==> src/rtl/riscv_fetch_unit_if.sv <==
// Bus bundle between the fetch unit and its environment (instruction memory,
// core pipeline, branch unit).
//
// Handshake rules:
//   imem: a request transfers when imem_req && imem_gnt at a rising edge; an
//         ungranted request may be withdrawn. Responses (imem_rvalid) come back
//         in request order, at least one cycle after the grant.
//   instr: an instruction transfers when instr_valid && instr_ready at a rising
//         edge; instr_data/instr_pc stay stable while valid and not consumed.
//   redirect: redirect_valid is a one-cycle pulse carrying the new PC.
interface riscv_fetch_unit_if;
  logic        imem_req;
  logic [31:0] imem_addr;
  logic        imem_gnt;
  logic        imem_rvalid;
  logic [31:0] imem_rdata;
  logic        instr_valid;
  logic        instr_ready;
  logic [31:0] instr_data;
  logic [31:0] instr_pc;
  logic        redirect_valid;
  logic [31:0] redirect_pc;

  // Fetch unit side
  modport master (
    output imem_req, imem_addr, instr_valid, instr_data, instr_pc,
    input  imem_gnt, imem_rvalid, imem_rdata, instr_ready,
           redirect_valid, redirect_pc
  );

  // Environment side (memory, core, branch unit)
  modport slave (
    input  imem_req, imem_addr, instr_valid, instr_data, instr_pc,
    output imem_gnt, imem_rvalid, imem_rdata, instr_ready,
           redirect_valid, redirect_pc
  );
endinterface

==> src/rtl/riscv_fetch_unit.sv <==
// Instruction fetch front end: owns the PC, issues word fetches under a credit
// limit so the response FIFO can never overflow, buffers in-order responses and
// hands them to the core. A redirect flushes the FIFO and marks every in-flight
// response for discard.
module riscv_fetch_unit #(
  parameter logic [31:0] RESET_PC   = 32'h0000_0000,
  parameter int          FIFO_DEPTH = 4
) (
  input  logic                     clk,
  input  logic                     rst,        // asynchronous, active-low
  riscv_fetch_unit_if.master       bus,
  output logic                     busy,
  output logic [1:0]               dbg_state
);

  localparam int PW = $clog2(FIFO_DEPTH);
  localparam int CW = PW + 1;

  typedef enum logic [1:0] {
    BOOT  = 2'd0,
    FETCH = 2'd1,
    DRAIN = 2'd2
  } state_t;

  state_t        state_q, state_d;
  logic [31:0]   fetch_pc_q, fetch_pc_d;
  logic [31:0]   rsp_pc_q, rsp_pc_d;
  logic [CW-1:0] out_q, out_d;
  logic [CW-1:0] disc_q, disc_d;
  logic [CW-1:0] count_q, count_d;
  logic [PW-1:0] wr_q, wr_d;
  logic [PW-1:0] rd_q, rd_d;
  logic [31:0]   data_mem_q [FIFO_DEPTH];
  logic [31:0]   data_mem_d [FIFO_DEPTH];
  logic [31:0]   pc_mem_q   [FIFO_DEPTH];
  logic [31:0]   pc_mem_d   [FIFO_DEPTH];

  logic          req;
  logic          gnt_hs;
  logic          rv_ok;
  logic          push;
  logic          pop;
  logic [31:0]   rpc_aligned;

  // Request, handshake and FIFO control decode
  always_comb begin
    req         = (state_q == FETCH) && !bus.redirect_valid &&
                  (({1'b0, count_q} + {1'b0, out_q}) < (CW+1)'(FIFO_DEPTH));
    gnt_hs      = req && bus.imem_gnt;
    // A response with nothing outstanding is a bus error and is ignored.
    rv_ok       = bus.imem_rvalid && (out_q != '0);
    push        = rv_ok && !bus.redirect_valid && (disc_q == '0);
    pop         = bus.instr_valid && bus.instr_ready && !bus.redirect_valid;
    rpc_aligned = bus.redirect_pc & 32'hFFFF_FFFC;
  end

  // Next-state computation for PC, counters, FIFO and FSM
  always_comb begin
    state_d    = state_q;
    fetch_pc_d = fetch_pc_q;
    rsp_pc_d   = rsp_pc_q;
    out_d      = out_q;
    disc_d     = disc_q;
    count_d    = count_q;
    wr_d       = wr_q;
    rd_d       = rd_q;
    data_mem_d = data_mem_q;
    pc_mem_d   = pc_mem_q;

    case ({gnt_hs, rv_ok})
      2'b10:   out_d = out_q + 1'b1;
      2'b01:   out_d = out_q - 1'b1;
      default: out_d = out_q;
    endcase

    if (bus.redirect_valid) begin
      // No grant is possible in a redirect cycle, so out_d is exactly the
      // number of responses still in flight after this edge.
      fetch_pc_d = rpc_aligned;
      rsp_pc_d   = rpc_aligned;
      disc_d     = out_d;
      count_d    = '0;
      wr_d       = '0;
      rd_d       = '0;
      state_d    = (out_d != '0) ? DRAIN : FETCH;
    end else begin
      if (gnt_hs) fetch_pc_d = fetch_pc_q + 32'd4;
      if (rv_ok && (disc_q != '0)) disc_d = disc_q - 1'b1;
      if (push) begin
        data_mem_d[wr_q] = bus.imem_rdata;
        pc_mem_d[wr_q]   = rsp_pc_q;
        wr_d             = wr_q + 1'b1;
        rsp_pc_d         = rsp_pc_q + 32'd4;
      end
      if (pop) rd_d = rd_q + 1'b1;
      case ({push, pop})
        2'b10:   count_d = count_q + 1'b1;
        2'b01:   count_d = count_q - 1'b1;
        default: count_d = count_q;
      endcase
      case (state_q)
        BOOT:    state_d = FETCH;
        DRAIN:   state_d = (disc_d == '0) ? FETCH : DRAIN;
        default: state_d = FETCH;
      endcase
    end
  end

  // State registers with asynchronous active-low reset
  always_ff @(posedge clk or negedge rst) begin
    if (!rst) begin
      state_q    <= BOOT;
      fetch_pc_q <= RESET_PC;
      rsp_pc_q   <= RESET_PC;
      out_q      <= '0;
      disc_q     <= '0;
      count_q    <= '0;
      wr_q       <= '0;
      rd_q       <= '0;
      for (int i = 0; i < FIFO_DEPTH; i++) begin
        data_mem_q[i] <= '0;
        pc_mem_q[i]   <= '0;
      end
    end else begin
      state_q    <= state_d;
      fetch_pc_q <= fetch_pc_d;
      rsp_pc_q   <= rsp_pc_d;
      out_q      <= out_d;
      disc_q     <= disc_d;
      count_q    <= count_d;
      wr_q       <= wr_d;
      rd_q       <= rd_d;
      data_mem_q <= data_mem_d;
      pc_mem_q   <= pc_mem_d;
    end
  end

  assign bus.imem_req    = req;
  assign bus.imem_addr   = fetch_pc_q;
  assign bus.instr_valid = (count_q != '0);
  assign bus.instr_data  = data_mem_q[rd_q];
  assign bus.instr_pc    = pc_mem_q[rd_q];
  assign busy            = (out_q != '0) || (state_q != FETCH);
  assign dbg_state       = state_q;

endmodule

==> src/flat_wrapper.sv <==
// flat-port wrapper written by rule: the top's interface ports become plain ports
module riscv_fetch_unit_flat 
#(
  parameter logic [31:0] RESET_PC   = 32'h0000_0000,
  parameter int          FIFO_DEPTH = 4
)
  (clk, rst, busy, dbg_state, bus_imem_req, bus_imem_addr, bus_instr_valid, bus_instr_data, bus_instr_pc, bus_imem_gnt, bus_imem_rvalid, bus_imem_rdata, bus_instr_ready, bus_redirect_valid, bus_redirect_pc);
  riscv_fetch_unit_if bus_i ();
  input  logic clk;
  input  logic rst;
  output logic busy;
  output logic [1:0] dbg_state;
  output wire logic [$bits(bus_i.imem_req)-1:0] bus_imem_req;
  output wire logic [$bits(bus_i.imem_addr)-1:0] bus_imem_addr;
  output wire logic [$bits(bus_i.instr_valid)-1:0] bus_instr_valid;
  output wire logic [$bits(bus_i.instr_data)-1:0] bus_instr_data;
  output wire logic [$bits(bus_i.instr_pc)-1:0] bus_instr_pc;
  input wire logic [$bits(bus_i.imem_gnt)-1:0] bus_imem_gnt;
  input wire logic [$bits(bus_i.imem_rvalid)-1:0] bus_imem_rvalid;
  input wire logic [$bits(bus_i.imem_rdata)-1:0] bus_imem_rdata;
  input wire logic [$bits(bus_i.instr_ready)-1:0] bus_instr_ready;
  input wire logic [$bits(bus_i.redirect_valid)-1:0] bus_redirect_valid;
  input wire logic [$bits(bus_i.redirect_pc)-1:0] bus_redirect_pc;
  assign bus_imem_req = bus_i.imem_req;
  assign bus_imem_addr = bus_i.imem_addr;
  assign bus_instr_valid = bus_i.instr_valid;
  assign bus_instr_data = bus_i.instr_data;
  assign bus_instr_pc = bus_i.instr_pc;
  assign bus_i.imem_gnt = bus_imem_gnt;
  assign bus_i.imem_rvalid = bus_imem_rvalid;
  assign bus_i.imem_rdata = bus_imem_rdata;
  assign bus_i.instr_ready = bus_instr_ready;
  assign bus_i.redirect_valid = bus_redirect_valid;
  assign bus_i.redirect_pc = bus_redirect_pc;
  riscv_fetch_unit #(.RESET_PC(RESET_PC), .FIFO_DEPTH(FIFO_DEPTH)) u_core (.clk(clk), .rst(rst), .bus(bus_i), .busy(busy), .dbg_state(dbg_state));
endmodule
==> config.mk <==
export PLATFORM = sky130hd
export DESIGN_NAME = riscv_fetch_unit_flat
export DESIGN_NICKNAME = d
export VERILOG_FILES = /design/src/rtl/riscv_fetch_unit_if.sv /design/src/rtl/riscv_fetch_unit.sv /design/src/flat_wrapper.sv
export SDC_FILE = /design/constraint.sdc
export NUM_CORES = 1
export LEC_CHECK = 0
export ABC_CLOCK_PERIOD_IN_PS = 3200
export CORE_UTILIZATION = 35
export CTS_CLUSTER_SIZE = 10
export DETAILED_ROUTE_END_ITERATION = 10
export SYNTH_ARGS = -nofsm -noshare
export SYNTH_HDL_FRONTEND = slang
export SYNTH_SLANG_ARGS = --single-unit
==> constraint.sdc <==
create_clock -name clk -period 3.2 [get_ports clk]
set_clock_uncertainty 0.05 [all_clocks]
set_input_delay 0.48 -clock clk [delete_from_list [all_inputs] [get_ports clk]]
set_output_delay 0.48 -clock clk [all_outputs]
set_load 0.05 [all_outputs]
### After elaboration in Yosys (flattened, before gate mapping)

Cells that the tools add are included.

| storage, ports and cells | value |
|---|---|
| register bits | 335 |
| word-level logic and storage cells | 91 |

| operators by class | value |
|---|---|
| $add $sub $neg | 10 |
| order comparisons | 4 |
| eq/ne operators | 7 |
| mux-type cells | 28 |
| bitwise gates (word level) | 3 |
| reduce and logical (&&, ||, !) cells | 23 |

Operators by type and width:

| kind | number |
|---|---|
| $mux W32 | 9 |
| $bwmux W128 | 2 |
| $bmux W32 S2 | 2 |
| $add A32 B3 Y32 const B | 2 |
| $demux W32 S2 | 1 |
| $mux W2 | 8 |
| $reduce_bool A3 Y1 | 5 |
| $mux W3 | 4 |
| $pmux W3 S2 | 2 |
| $logic_and A1 B1 Y1 | 10 |
| $sub A3 B1 Y3 const B | 3 |
| $add A3 B1 Y3 const B | 2 |
| $eq A2 B1 Y1 const B | 3 |
| $eq A2 B2 Y1 const B | 3 |
| $ge A3 B3 Y1 const B | 2 |
| $logic_not A3 Y1 | 2 |
| $not A2 Y3 | 2 |
| $reduce_bool A2 Y1 | 3 |
| $add A2 B1 Y2 const B | 2 |
| $add A3 B3 Y4 | 1 |
| $lt A4 B3 Y1 const B | 1 |
| $lt A3 B1 Y1 const B | 1 |
| $ne A2 B1 Y1 const B | 1 |
| $reduce_and A2 Y1 | 1 |
| 3 further kinds | 3 |

### Logic depth before layout (Yosys ltp)

| logic depth | value |
|---|---|
| depth after elaboration | 9 |
| mapped depth | 13 |

### Worst setup path before layout

No wires, ideal clock.

| timing | value |
|---|---|
| path kind | reg2reg |
| from | register u_core.out_q[1] |
| to | register u_core.state_q[1], in the netlist u_core.dbg_state[1] |
| setup time | 0.137 ns |
| arrival | 2.688 ns |
| data required time | 3.013 ns |
| path slack | 0.325 ns |
| stages on the path, launching flop included | 14 |
| clock period less this slack | 2.875 ns |
| cell sequence | dfrtp_1 > ha_1 > nand3_1 > and4_1 > inv_2 > clkbuf_1 > ha_1 > inv_1 > fa_1 > xor2_1 > nor2_1 > xor2_1 > o31ai_1 > o31ai_1 |

| between the ends | value |
|---|---|
| longest elaborated chain between the ends | 9 |

Ends and longest elaborated chain:

| item | line | source |
|---|---|---|
| start: declaration | riscv_fetch_unit.sv:28 | `logic [CW-1:0] out_q, out_d;` |
| start signal: assignment | riscv_fetch_unit.sv:128 | `out_q <= out_d;` |
| $add A3 B3 Y4 | riscv_fetch_unit.sv:48 | `(({1'b0, count_q} + {1'b0, out_q}) < (CW+1)'(FIFO_DEPTH));` |
| $lt A4 B3 Y1 | riscv_fetch_unit.sv:48 |  |
| $logic_and A1 B1 Y1 | riscv_fetch_unit.sv:47 | `req = (state_q == FETCH) && !bus.redirect_valid &&` |
| $logic_and A1 B1 Y1 | riscv_fetch_unit.sv:49 | `gnt_hs = req && bus.imem_gnt;` |
| $eq A2 B1 Y1 or $eq A2 B2 Y1 (tied branches) | riscv_fetch_unit.sv:70 | `case ({gnt_hs, rv_ok})` |
| $pmux W3 S2 (*) | riscv_fetch_unit.sv:70 |  |
| net u_core.out_d[2] | riscv_fetch_unit.sv:28 |  |
| $reduce_bool A3 Y1 (*) | riscv_fetch_unit.sv:85 | `state_d = (out_d != '0) ? DRAIN : FETCH;` |
| $mux W2 (*) | riscv_fetch_unit.sv:85 |  |
| $mux W2 (*) | riscv_fetch_unit.sv:76 | `if (bus.redirect_valid) begin` |
| net u_core.state_d[1] | riscv_fetch_unit.sv:25 | `state_t state_q, state_d;` |
| end signal: assignment | riscv_fetch_unit.sv:125 | `state_q <= state_d;` |
| end: declaration | riscv_fetch_unit.sv:25 |  |

Mark *: on every way through the listed nets, which the timed path passes. The rest lies on a longest branch. The select of a mux whose other input is x is not followed.
A chain may end at the register's enable or synchronous reset.

### Worst setup path in the final report

| timing | value |
|---|---|
| from | register u_core.rd_q[0] |
| to | output port bus_instr_data[9] |

| between the ends | value |
|---|---|
| longest elaborated chain between the ends | 4 |

Ends and longest elaborated chain:

| item | line | source |
|---|---|---|
| start: declaration | riscv_fetch_unit.sv:32 | `logic [PW-1:0] rd_q, rd_d;` |
| start signal: assignment | riscv_fetch_unit.sv:132 | `rd_q <= rd_d;` |
| $not A2 Y3 (not written as such) | riscv_fetch_unit.sv:141 | `assign bus.instr_data = data_mem_q[rd_q];` |
| $bmux W32 S2 | riscv_fetch_unit.sv:141 |  |
| $mux W32 (not written as such) (2 in a row) | riscv_fetch_unit.sv:141 |  |
| end: declaration | flat_wrapper.sv:16 | `output wire logic [$bits(bus_i.instr_data)-1:0] bus_instr_data;` |

No other way between the ends. The select of a mux whose other input is x is not followed.

==> out/qor.csv <==
metric;value;unit
hold_class;reg2reg;
first_pass_iters;5;
top_layer_used;met5;
wl_met1;16.7;mm
cp_top_family;buffers and inverters;
cp.buffers_inverters;2;
drive_gt1_frac;0.325;
max-vdd-ir-drop;0.482;mV
required;2.67;ns
rr_worst_depth;12;
wirelength;36.8;mm
finalCritPeriodShare;0.971;
grt_max_degree;81;
diodes;0;
max_stage_delay;0.73;ns
grt_first_pass_wirelength;59.2;mm
design.die.area;43900;um2
cp_max_fo;14;
setup_viol_count_final;0;
maxCapViolCount;0;
die_w;209;um
rows;75;
synth_cells;1107;
final_max_slew_viol_count;0;
rsz0062_at_grt;false;
wl_met2;18.0;mm
cpMaxStageDelayCell;clkdlybuf4s50_1;
clock_latency;0.54;ns
die_h;209;um
area_growth;22.8;%
power_leakage;8.37;nW
post-route-min-period;3.11;ns
status;completed;
syn-cell-area;15100;um2
grt_overflow_total;0;
grt_pass1_vias;10300;
drc;0;
layout.cells.non_filler;1828;
numCtsBuffers;39;
routed_via_density;5.28;
cts.sinks;323;
drtAntennaViolNets;0;
final_nets;1358;
path_cells;buf_12, mux4_2, clkdlybuf4s50_1;
cts_tree;yes;
hpwl;23.9;mm
start_util;0.357;
yosysWarnings;0;
holdPathStages;2;
yosys_most_used_dff;dfrtp_1;
fin_setup_tns;0;ns
root_buffer;clkbuf_16;
max_slew_margin;0.481;
dr_wl_met3;1.46;mm
clkTransAtPathRegs;0.06;ns
worstSetupPathType;reg2out;
tightest_slew;0.779;ns
cp.depth;3;
gp_congestion;0.800;
ys_ff_latch;323;
port_buffers;164;
yosysUniqueCellTypes;56;
max_freq;0.322;GHz
io_pins;171;
coreArea;42200;um2
cp-end-kind;primary output;
antenna_found_initial;1;
synth_area_per_cell;13.6;um2
wire_per_inst;20.1;um
startpoint_type;flip-flop;
clk_path_buf_depth;3;
num_vias;9656;
cts_htree_levels;2;
grtUsageTotal;0.174;
p_per_area;863;nW/um2
crit_arrival;2.58;ns
fin_total_pwr;16.0;mW
seq_area_frac_synth;0.537;
synth-async-reset-ratio;1.00;
drt_iter0_markers;513;
synth_edf_count;0;
finalHoldViolCount;0;
place_inst;1772;
## stage by stage
| step | hold WS, ns | util | area (um2) | worst slack (ns) |
|---|---|---|---|---|
| floorplan | 0.134 | - | 15100 | 0.325 |
| global placement | 0.410 | 0.411 | 17400 | 0.327 |
| detailed placement | 0.419 | 0.411 | 17400 | 0.317 |
| CTS | 0.432 | 0.438 | 18500 | 0.00264 |
| global route | 0.449 | 0.438 | 18500 | 0.00394 |
| finish | 0.426 | 0.438 | 18500 | 0.0940 |
## sequential cells by signal, summed over array words and instances (netlist names)
signal                cells
u_core.dbg_state          2
u_core.bus.imem_addr     30
u_core.count_q            3
u_core.data_mem_q       128
u_core.rsp_pc_q          30
u_core.out_q              3
u_core.wr_q               2
u_core.pc_mem_q         120
u_core.rd_q               2
u_core.disc_q             3
## tightest hold or removal path: stages, from the launching register on
cell and delay [ns]:
dfrtp_1 0.34, nand2_1 0.04, o21ai_0 0.06
## per-layer routing
layer	up-vias	global-route usage
met3	40	0.0295
met2	187	0.289
met4	2	0.0505
met5	-	0
met1	5014	0.233
li1	4413	-
## layout by cell type (no fill, tap or decap), types with 8 or more instances in the layout
cell type          n
dfrtp_1          321
mux2_2           233
clkdlybuf4s50_1  116
nand2_1           71
mux4_2            62
o21ai_0           53
buf_4             45
clkbuf_16         40
nand3_1           38
nor2_1            28
nand4_1           19
o211ai_1          19
xnor2_1           18
xor2_1            18
inv_1             17
a21oi_1           15
mux2_1            11
o311ai_0          11
ha_1              11
dlygate4sd2_1     11
and3_1            10
buf_12            10
nor3_1             8
clkbuf_1           8
dlymetal6s2s_1     8
## final timing paths
check                                   endpoint  slack, ns                 start
min reg2reg                 u_core.pc_mem_q[113]       0.43  u_core.pc_mem_q[113]
max                            bus_instr_data[9]       0.09        u_core.rd_q[0]
min in group asynchronous  u_core.data_mem_q[46]       0.48                   rst
max in group asynchronous    u_core.pc_mem_q[52]       1.80                   rst
min                         u_core.pc_mem_q[113]       0.43  u_core.pc_mem_q[113]
max reg2reg                  u_core.dbg_state[1]       0.46       u_core.out_q[2]
## kinds of logic after synthesis
logic type | count (synthesis) | synth area share
xor gates and xnor gates | 36 | 0.0209
DFF | 323 | 0.537
and+or+nand+nor | 223 | 0.0798
other | 1 | 0.000249
adders and majority gates | 13 | 0.0118
buffers and inverters | 87 | 0.0256
muxes | 309 | 0.277
AOI/OAI and AO/OA | 115 | 0.0478
## synthesized netlist by cell type (2+ instances only)
cell	count	share of area
o21ai_1	2	0.00066
nor4_1	5	0.0021
o311ai_0	11	0.0064
mux2_2	233	0.17
nor2_1	28	0.0070
buf_4	4	0.0020
and2_1	5	0.0021
nor2b_1	2	0.00083
mux2i_1	3	0.0020
mux2_1	11	0.0082
and4_1	2	0.0012
nand4_1	19	0.0079
nor3_1	8	0.0027
clkbuf_1	30	0.0075
mux4_2	62	0.093
xor2_1	18	0.010
a31oi_1	3	0.0012
o31a_1	2	0.0012
and3_1	10	0.0042
nand2b_1	2	0.00083
a21oi_1	15	0.0050
a41oi_1	3	0.0017
inv_1	17	0.0042
nand2_2	4	0.0017
nand4_2	2	0.0017
dfrtp_1	323	0.54
nand3b_1	5	0.0025
or3_1	4	0.0017
or4_1	3	0.0015
nand3_1	38	0.013
xnor2_1	18	0.010
nand2_1	71	0.018
o21ai_0	53	0.018
o211ai_1	19	0.0095
buf_2	34	0.011
o31ai_1	2	0.0010
nor3b_1	2	0.0010
nor4_2	3	0.0025
nor4_4	3	0.0042
ha_1	11	0.0091
fa_1	2	0.0027
## final cells by class
cell class | count | area [um2]
clock buffer | 52 | 1090
clock inverter | 3 | 30.0
fill | 3853 | 23700
inverter | 18 | 67.6
multi-input combinational | 700 | 6630
sequential | 323 | 8090
tap | 539 | 674
timing repair buffer | 193 | 1930
## repair_timing
item / CTS / global route
resized for setup: 11 / 8
hold buffers: 1 / 0
endpoints found under the setup margin: 11 / 8
buffers inserted: 0 / 0
endpoints found under the hold margin: 73 / 0
## power by group
group | internal (mW) | switching, mW | total, mW
Combinational | 2.58 | 3.78 | 6.36
Sequential | 4.99 | 0.657 | 5.64
Clock | 2.35 | 1.62 | 3.97
Total | 9.91 | 6.06 | 16.0
No activity file was read; power rests on OpenSTA's default activity.
